<file path="config.mk">
export PLATFORM = sky130hd
export DESIGN_NAME = phase_timer
export DESIGN_NICKNAME = d
export VERILOG_FILES = /design/src/rtl/phase_timer.sv
export SDC_FILE = /design/constraint.sdc
export NUM_CORES = 1
export LEC_CHECK = 0
export BUFFER_PORTS_ARGS = -buffer_cell sky130_fd_sc_hd__buf_4
export CORE_ASPECT_RATIO = 2
export CORE_MARGIN = 2
export CORE_UTILIZATION = 25
export DETAILED_ROUTE_END_ITERATION = 8
export PLACE_DENSITY_LB_ADDON = 0.15
export SETUP_SLACK_MARGIN = 0.05
export SLEW_MARGIN = 20
export SYNTH_ARGS = -nofsm -noshare
export SYNTH_HDL_FRONTEND = slang
export SYNTH_SLANG_ARGS = --single-unit
</file>
<file path="constraint.sdc">
create_clock -name clk -period 4.2 [get_ports clk]
set_input_delay 0.84 -clock clk [delete_from_list [all_inputs] [get_ports clk]]
set_output_delay 0.84 -clock clk [all_outputs]
set_load 0.1 [all_outputs]
</file>
<file path="src/rtl/phase_timer.sv">
// Phase-duration timer: decodes the controller's light pattern, reloads on phase entry or
// forced load, and counts down. Optional macro PHASE_TIMER_SENSOR_SCALE_EN stretches greens by sensor level.
module phase_timer #(
    parameter int CW          = 5,
    parameter int GREEN_BASE  = 8,
    parameter int GREEN_STEP  = 4,
    parameter int ORANGE_TIME = 3
) (
    input  logic          clk,
    input  logic          rst,
    input  logic [2:0]    Ta,
    input  logic [2:0]    Tb,
    input  logic [2:0]    Tc,
    input  logic [2:0]    Td,
    input  logic [1:0]    Sa,
    input  logic [1:0]    Sb,
    input  logic [1:0]    Sc,
    input  logic [1:0]    Sd,
    input  logic          load_counter,
    output logic [CW-1:0] counter_value,
    output logic          phase_change,
    output logic          fault
);

    typedef enum logic [3:0] {
        PH_INVALID,
        PH_GA, PH_GB, PH_GC, PH_GD,
        PH_OA, PH_OB, PH_OC, PH_OD
    } phase_t;

    localparam logic [2:0] L_GREEN  = 3'b001;
    localparam logic [2:0] L_ORANGE = 3'b010;
    localparam logic [2:0] L_RED    = 3'b100;

    // Reload arithmetic runs four bits wider than the counter so saturation can be detected.
    localparam int          RW    = CW + 4;
    localparam logic [RW-1:0] R_MAX = RW'((1 << CW) - 1);

    phase_t        phase;
    phase_t        prev_phase;
    logic [1:0]    s_dir;
    logic          phase_valid;
    logic          is_green;
    logic          trigger;
    logic [RW-1:0] r_wide;
    logic [CW-1:0] r_sat;
    logic [CW-1:0] cnt_q;
    logic          phase_change_q;
    logic          fault_q;

    // NOTE: every signal gets a default before the branches, so no path can infer a latch.
    always_comb begin
        phase = PH_INVALID;
        s_dir = 2'd0;
        if (Tb == L_RED && Tc == L_RED && Td == L_RED) begin
            if (Ta == L_GREEN) begin
                phase = PH_GA;
                s_dir = Sa;
            end else if (Ta == L_ORANGE) begin
                phase = PH_OA;
            end
        end else if (Ta == L_RED && Tc == L_RED && Td == L_RED) begin
            if (Tb == L_GREEN) begin
                phase = PH_GB;
                s_dir = Sb;
            end else if (Tb == L_ORANGE) begin
                phase = PH_OB;
            end
        end else if (Ta == L_RED && Tb == L_RED && Td == L_RED) begin
            if (Tc == L_GREEN) begin
                phase = PH_GC;
                s_dir = Sc;
            end else if (Tc == L_ORANGE) begin
                phase = PH_OC;
            end
        end else if (Ta == L_RED && Tb == L_RED && Tc == L_RED) begin
            if (Td == L_GREEN) begin
                phase = PH_GD;
                s_dir = Sd;
            end else if (Td == L_ORANGE) begin
                phase = PH_OD;
            end
        end
    end

    assign phase_valid = (phase != PH_INVALID);
    assign is_green    = (phase == PH_GA) || (phase == PH_GB) ||
                         (phase == PH_GC) || (phase == PH_GD);
    assign trigger     = phase_valid && ((phase != prev_phase) || load_counter);

    always_comb begin
        r_wide = RW'(ORANGE_TIME);
        if (is_green) begin
`ifdef PHASE_TIMER_SENSOR_SCALE_EN
            r_wide = RW'(GREEN_BASE) + RW'(GREEN_STEP) * RW'(s_dir);
`else
            r_wide = RW'(GREEN_BASE);
`endif
        end
        r_sat = (r_wide > R_MAX) ? R_MAX[CW-1:0] : r_wide[CW-1:0];
    end

`ifndef PHASE_TIMER_SENSOR_SCALE_EN
    // Fixed greens ignore the sensors; fold them into a sink so the selection has a load.
    logic unused_sensor;
    assign unused_sensor = ^s_dir;
`endif

    // The entry cycle shows R combinationally; the register then continues from R-1.
    always_comb begin
        counter_value = cnt_q;
        if (rst || !phase_valid) begin
            counter_value = '0;
        end else if (trigger) begin
            counter_value = r_sat;
        end
    end

    // NOTE: state uses non-blocking assignments so every register samples pre-edge values.
    always_ff @(posedge clk) begin
        if (rst) begin
            cnt_q          <= '0;
            prev_phase     <= PH_INVALID;
            phase_change_q <= 1'b0;
            fault_q        <= 1'b0;
        end else begin
            phase_change_q <= trigger;
            fault_q        <= !phase_valid;
            if (!phase_valid) begin
                cnt_q      <= '0;
                prev_phase <= PH_INVALID;
            end else if (trigger) begin
                cnt_q      <= r_sat - CW'(1);
                prev_phase <= phase;
            end else if (cnt_q != '0) begin
                cnt_q      <= cnt_q - CW'(1);
            end
        end
    end

    assign phase_change = phase_change_q;
    assign fault        = fault_q;

endmodule

</file>
==> reports/summary.txt, run 1 <==
ANT nets after route -> 0
Final Hold Vio Count -> 0
CTS Buf Count -> 3
reg2reg path depth -> 16
Non-Filler Instances -> 234
Switching Fraction -> 25.6%
GRT Total Usage -> 17.0%
power share of the combinational group -> 21.1%
syn nets -> 143
Setup crit end kind -> output pin
Syn Std Cell Area -> 970 µm²
Slew @ Worst Pin -> 435 ps
CTS Hold Buffers Added -> 0
core area -> 3800 µm²
clock sinks -> 11
Die ar. -> 4420 µm²
Layout Skew -> 2.89 ps
Worst-path clk slew -> 50 ps
first drt pass iteration count -> 4
DR vias/cell -> 5.01
Core Rows -> 32
total congestion overflow -> 0
Power Density -> 154 nW/µm²
Area contributors post-synth -> dfxtp_1, nor2_1, xnor2_1
RSZ-0062 raised after global routing -> yes
warnings from Yosys -> 0
Final Max Slew Viols -> 0
share of the synthesized area in the top cell type -> 22.7%
first-pass GRT wire length -> 5430 µm
Filler cells -> 380
Reg2Reg Launch Point -> prev_phase[0]$_SDFFE_PN0P_
Worst Hold End -> cnt_q[4]$_SDFFE_PN0P_
initial antenna violation count -> 0
maxcap violations -> 0
P_leak -> 0.000739 µW
violations in the final reports -> setup timing
Root Buffer -> clkbuf_8
WL per Instance -> 14.1 µm
crit path launch type -> input pin
Total Wirelength -> 3300 µm
status -> complete, but fails checks
worst hold-check path type -> flop to flop
share of layout cells above drive strength 1 -> 55.2%
post-DP HPWL -> 2670 µm
Syn Inst Count -> 119
crit path time final -> 4220 ps
Max clock buf depth -> 2
Post-Route Utilization -> 46.3%
largest net degree at the start of global routing -> 8
final setup fails -> 2
crit path DAT -> 3380 ps
final worst path period share -> 100%
clock latency on the worst-skew pair -> 240 ps
HP Start -> cnt_q[4]$_SDFFE_PN0P_
sw power -> 69.4 µW
Final #Nets -> 208
Worst Path Required -> 3360 ps
Flop pwr share -> 38.8%
crit path max fanout -> 4
# H-tree levels -> 1
Vias -> 1,173
VDD IR max -> 0.158 mV
Clk pwr share -> 40.2%
Yosys reg bits -> 11
Avg Inst Size Synth -> 8.15 µm²
Async SR Flop Fraction -> 0%
Post-Place Worst Slack -> -243 ps
TritonCTS clock tree -> yes
I/O Buffers -> 21
io pins -> 30
count of cell types in the netlist -> 48
Layout area overhead -> 81.8%
Die Wd -> 48.0 µm
DIE HEIGHT -> 92.1 µm
Yosys top cell by area -> dfxtp_1
placed insts -> 223
number of synthesized flops with an enable pin -> 0
Residual DRC -> 0
Int Pwr -> 202 µW
worst r2r dst -> cnt_q[4]$_SDFFE_PN0P_
Worst slew margin -> 70.9%
ys flop type -> dfxtp_1
slack of the critical path -> -18.0 ps
routability congestion estimate -> 0.825
1st-iter DRT viols -> 10
vias in the first global route -> 1,302
worst reg-to-reg setup slack -> 1180 ps
Max Clock Freq -> 237 MHz
post-synthesis sequential area ratio -> 22.7%
Initial Util -> 25.5%
Hold Crit Depth -> 2
ant diodes -> 0
kind of critical path -> input pin to output pin
==> logic make-up (layout without fill, tap and decap cells) <==
kind of cell	Yosys count	in the layout	synth area share, %
and+or+nand+nor	57	57	37.3
adders and majority gates	1	1	1.29
xor gates and xnor gates	6	6	5.42
AOI/OAI and AO/OA	33	33	28.3
DFF	11	11	22.7
buffers and inverters	11	75	5.03
==> cell usage after synthesis, types with 2 or more instances <==
library cell  number
inv_1              7
or3b_2             2
and2_1             4
dfxtp_1           11
nand2b_1           3
nor3_1             3
nor4bb_1           2
clkbuf_1           3
or4_1              2
or4_4              3
o22ai_1            2
nand3_1            2
xnor2_1            5
or4b_2             3
nand2_1            4
nor2_1            14
nor3b_1            2
a21oi_1            8
o21ai_0            5
and3_1             4
nor4b_1            2
o211ai_1           2
==> power groups by stage <==
stage | logic [µW] | clock network, µW | registers [µW]
after global placement | 50.8 | 0 | 107
after floorplan | 14.9 | 0 | 111
after CTS | 55.9 | 113 | 105
after global routing | 61.7 | 119 | 105
after detailed placement | 51.8 | 0 | 107
final | 57.2 | 109 | 105
==> per-layer routing <==
| layer | part of all wire (%) | GRT usage [%] | up-vias |
|---|---|---|---|
| met2 | 62 | 33.0 | 22 |
| met4 | 4.5 | 10.4 | 0 |
| met1 | 31 | 13.5 | 558 |
| met3 | 2.1 | 2.17 | 13 |
| met5 | 0 | 0 | - |
| li1 | - | - | 580 |
==> state kept, by name (all words and copies together) (netlist names) <==
register / flops
prev_phase: 4
cnt_q: 5
phase_change: 1
fault: 1
==> worst max-delay path by stage <==
stage           from               end  slack (ps)  cells past startpoint
2_1_floorplan  Tc[0]  counter_value[3]        -120                      9
3_3_place_gp   Tc[2]  counter_value[3]        -180                     10
3_5_place_dp   Tc[2]  counter_value[0]        -240                     12
4_1_cts        Td[0]  counter_value[1]         -50                     10
5_1_grt        Td[0]  counter_value[0]         -90                     11
6_report       Td[0]  counter_value[1]         -20                     11
==> cell usage in the layout (no fill, tap or decap), types with 2 or more instances in the layout <==
master | netlist | layout
nand2_1 | 4 | 3
nor4bb_1 | 2 | 2
nor2_1 | 14 | 11
and3_1 | 4 | 3
nor3b_1 | 2 | 2
buf_6 | 1 | 4
nand2b_1 | 3 | 3
or4b_4 | 1 | 3
clkbuf_8 | 0 | 3
nor2_4 | 0 | 4
buf_12 | 0 | 5
or4_4 | 3 | 4
xnor2_1 | 5 | 4
nor4b_1 | 2 | 2
inv_1 | 7 | 7
nor3_1 | 3 | 3
o21ai_0 | 5 | 3
nand3_2 | 0 | 2
a21oi_1 | 8 | 7
buf_4 | 0 | 55
o211ai_1 | 2 | 2
and2_4 | 0 | 2
a221oi_4 | 1 | 2
dfxtp_1 | 11 | 11
==> through the flow <==
step / total power [µW] / TNS, ps / hold slack, ps / cell area (µm²)
floorplan: 126 / -213 / 467 / 1010
global placement: 158 / -685 / 504 / 1470
detailed placement: 159 / -933 / 503 / 1470
CTS: 275 / -142 / 512 / 1710
global route: 286 / -334 / 532 / 1760
finish: 272 / -34.3 / 509 / 1760
==> worst max-delay path, stage by stage <==
cell and delay [ps]:
buf_6 90, or4b_4 560, or2_4 290, or4_4 520, a41o_1 270, buf_6 130, a21oi_4 160, a21o_1 150
a211oi_4 50, nor2_4 120, buf_12 180
==> final cells by class <==
cell class	instances	area [µm²]	share of cell area (%)
clock buffers	4	45.0	2.56
inverters	7	26.3	1.49
multi-input cells	97	850	48.2
flip-flops and latches	11	220	12.5
well taps	51	63.8	3.62
repair buffers	64	558	31.7
==> timing repair <==
action	in CTS	in global routing
resized for setup	31	11
buffers inserted	6	1
hold endpoints to repair	0	0
endpoints found under the setup margin	5	5
pin swaps	19	12
(Power assumes the default switching activity.)
==> run 2, diff against run 1 <==
Settings changed: ABC_AREA from default to 1, RECOVER_POWER from default to 25.
==> reports/summary.txt, run 2 <==
CTS resizes -> 0 (-100%)
slack of the critical path -> 545 ps (+563 ps)
Root Buffer -> clkbuf_8
Async SR Flop Fraction -> 0% (unchanged)
share of the synthesized area in the top cell type -> 22.0% (-0.68 points)
Core Rows -> 32 (unchanged)
Max clock buf depth -> 2 (unchanged)
number of synthesized flops with an enable pin -> 0 (unchanged)
crit path max fanout -> 7 (+3)
Area contributors post-synth -> dfxtp_1, nand2_1, inv_1
I/O Buffers -> 21 (unchanged)
syn nets -> 179 (+25%)
core area -> 3840 µm² (+1.1%)
Setup crit end kind -> output pin
routability congestion estimate -> 0.715 (-13%)
CP top delay family -> simple AND/OR/NAND/NOR gates
VDD IR max -> 0.158 mV (-0.48%)
final instance area -> 1260 µm² (-28%)
Final #Nets -> 206 (-0.96%)
Slew @ Worst Pin -> 1170 ps (+731 ps)
Final Max Slew Viols -> 0 (unchanged)
dominant cell by count in the synthesized netlist -> nand2_1
total congestion overflow -> 0 (unchanged)
Reg with most FFs -> cnt_q
Syn Inst Count -> 155 (+30%)
critical path buffer and inverter count -> 4 (+1)
Vias -> 1,006 (-14%)
Die Wd -> 48.7 µm (+1.4%)
Final TNS setup -> 0 ps (+34.3 ps)
commonest non-fill, non-tap cell in the layout -> nand2_1
first-pass GRT wire length -> 4190 µm (-23%)
max FFs per register -> 5 (unchanged)
biggest regs -> cnt_q (5), prev_phase (4)
crit path DAT -> 2820 ps (-560 ps)
Syn Std Cell Area -> 1000 µm² (+3.1%)
Post-Place Worst Slack -> 579 ps (+822 ps)
vias in the first global route -> 1,026 (-21%)
Layout Skew -> 5.41 ps (+2.52 ps)
Avg Inst Size Synth -> 6.45 µm² (-21%)
Worst-path clk slew -> 50 ps (about the same)
post-DP HPWL -> 2000 µm (-25%)
CTS Hold Buffers Added -> 0 (unchanged)
commonest non-fill, non-tap cells in the layout -> nand2_1, inv_1, buf_4
clock latency on the worst-skew pair -> 240 ps (about the same)
share of layout cells above drive strength 1 -> 28.7% (-26 points)
DIE HEIGHT -> 93.4 µm (+1.5%)
final worst path period share -> 87.0% (-13 points)
Worst path slowest cell -> buf_4
first drt pass iteration count -> 4 (unchanged)
RSZ-0062 raised after global routing -> no
Reg2Reg Launch Point -> prev_phase[3]$_SDFFE_PN0P_
ant diodes -> 0 (unchanged)
Residual DRC -> 0 (unchanged)
crit path time final -> 3660 ps (-563 ps)
Yosys reg bits -> 11 (unchanged)
Yosys top cell by area -> dfxtp_1
Critical Path, Cell by Cell -> buf_4, inv_1, nand3_2, nor2_4, nand4_1, nand2_1, inv_2, nor2_2, nand3_1, o21ai_4, nand2_1, and2_1, nor2_2, buf_4
Non-Filler Instances -> 232 (-0.85%)
warnings from Yosys -> 0 (unchanged)
Layout area overhead -> 26.4%
status -> finished, final reports clean
final setup fails -> 0 (-2)
setup bufs post-CTS -> 0 (-6)
CTS Buf Count -> 3 (unchanged)
kind of critical path -> input pin to output pin
placed insts -> 228 (+2.2%)
Worst slew margin -> 22.6% (-48 points)
synth cell count leaders -> nand2_1, inv_1, nor2_1
slowest stage delay, CP -> 290 ps (-270 ps)
TritonCTS clock tree -> yes
Max Clock Freq -> 274 MHz (+15%)
DR vias/cell -> 4.34 (-13%)
1st-iter DRT viols -> 6 (-4)
Initial Util -> 26.0% (+0.52 points)
io pins -> 30 (unchanged)
# H-tree levels -> 1 (unchanged)
worst hold-check path type -> flop to flop
post-synthesis sequential area ratio -> 22.0% (-0.68 points)
initial antenna violation count -> 0 (unchanged)
ys flop type -> dfxtp_1
total power -> 252 µW (-7.1%)
WL per Instance -> 10.2 µm (-27%)
largest net degree at the start of global routing -> 8 (unchanged)
Power Density -> 200 nW/µm² (+30%)
ANT nets after route -> 0 (unchanged)
count of cell types in the netlist -> 26 (-46%)
GRT Total Usage -> 11.7% (-5.3 points)
placement-stage cell area -> 1230 µm² (-16%)
maxcap violations -> 0 (unchanged)
P_leak -> 0.000629 µW (-15%)
Critical Path Source -> Tc[0]
Die ar. -> 4550 µm² (+2.9%)
clock sinks -> 11 (unchanged)
Total Wirelength -> 2370 µm (-28%)
HP Start -> prev_phase[0]$_SDFFE_PN0P_
crit path launch type -> input pin
Final Hold Vio Count -> 0 (unchanged)
Worst Path Required -> 3360 ps (about the same)
[run 2: cell count changes in the layout (fill, tap and decap cells not counted), sizes merged, moves of 5 or more]
cell   before  now
a21oi       8    3
xnor2       5    0
or4         5    0
nand4       1    6
nand2       4   37
buf        64   20
nor2       15   28
inv         7   31
nand3       2   24
[run 2: worst min-delay path: stages (launching register included)]
cell and delay, ps:
dfxtp_1 300, inv_1 60, a21oi_1 50
[run 2: cell type report]
cell class,count,area (µm²)
multi-input cells,113,661
fillers,429,2580
clock buffers,4,45.0
well taps,51,63.8
flip-flops and latches,11,220
repair buffers,22,158
inverters,31,116
[run 2: where the power goes]
| part | switching [µW] | internal (µW) | total, µW | leakage [µW] |
|---|---|---|---|---|
| registers | 0.113 | 105 | 105 | 0.0000889 |
| clock network | 39.5 | 66.6 | 106 | 0.0000228 |
| logic | 25.2 | 15.8 | 41.0 | 0.000517 |
| total | 64.9 | 188 | 252 | 0.000629 |
[run 2: through the flow]
step,hold WS [ps],util [%]
after floorplan,444,-
after global placement,459,32.0
after detailed placement,462,32.0
after CTS,469,33.2
after global routing,509,32.9
final,465,32.9
[run 2: kinds of logic (layout without fill, tap and decap cells)]
group / Yosys count / count (layout) / share of synthesized area (%)
DFF: 11 / 11 / 22.0
and+or+nand+nor: 101 / 101 / 57.3
buffers and inverters: 31 / 57 / 11.6
AOI/OAI and AO/OA: 11 / 11 / 7.76
adders and majority gates: 1 / 1 / 1.25
[run 2: final timing paths]
| kind | cells past startpoint | slack (ps) | endpoint |
|---|---|---|---|
| worst max-delay path | 14 | 540 | counter_value[1] |
| worst min-delay path | 2 | 470 | prev_phase[0]$_SDFFE_PN0P_ |
| worst max register to register | 11 | 2240 | cnt_q[4]$_SDFFE_PN0P_ |
| worst min register to register | 2 | 470 | prev_phase[0]$_SDFFE_PN0P_ |
[run 2: routing by layer]
| metal | vias up | global-route usage, % | wire (µm) | share of wire, % |
|---|---|---|---|---|
| li1 | 544 | - | - | - |
| met1 | 439 | 9.78 | 866 | 36 |
| met2 | 18 | 25.1 | 1390 | 59 |
| met3 | 5 | 1.44 | 69 | 2.9 |
| met4 | 0 | 5.71 | 46 | 1.9 |
| met5 | - | 0 | 0 | 0 |
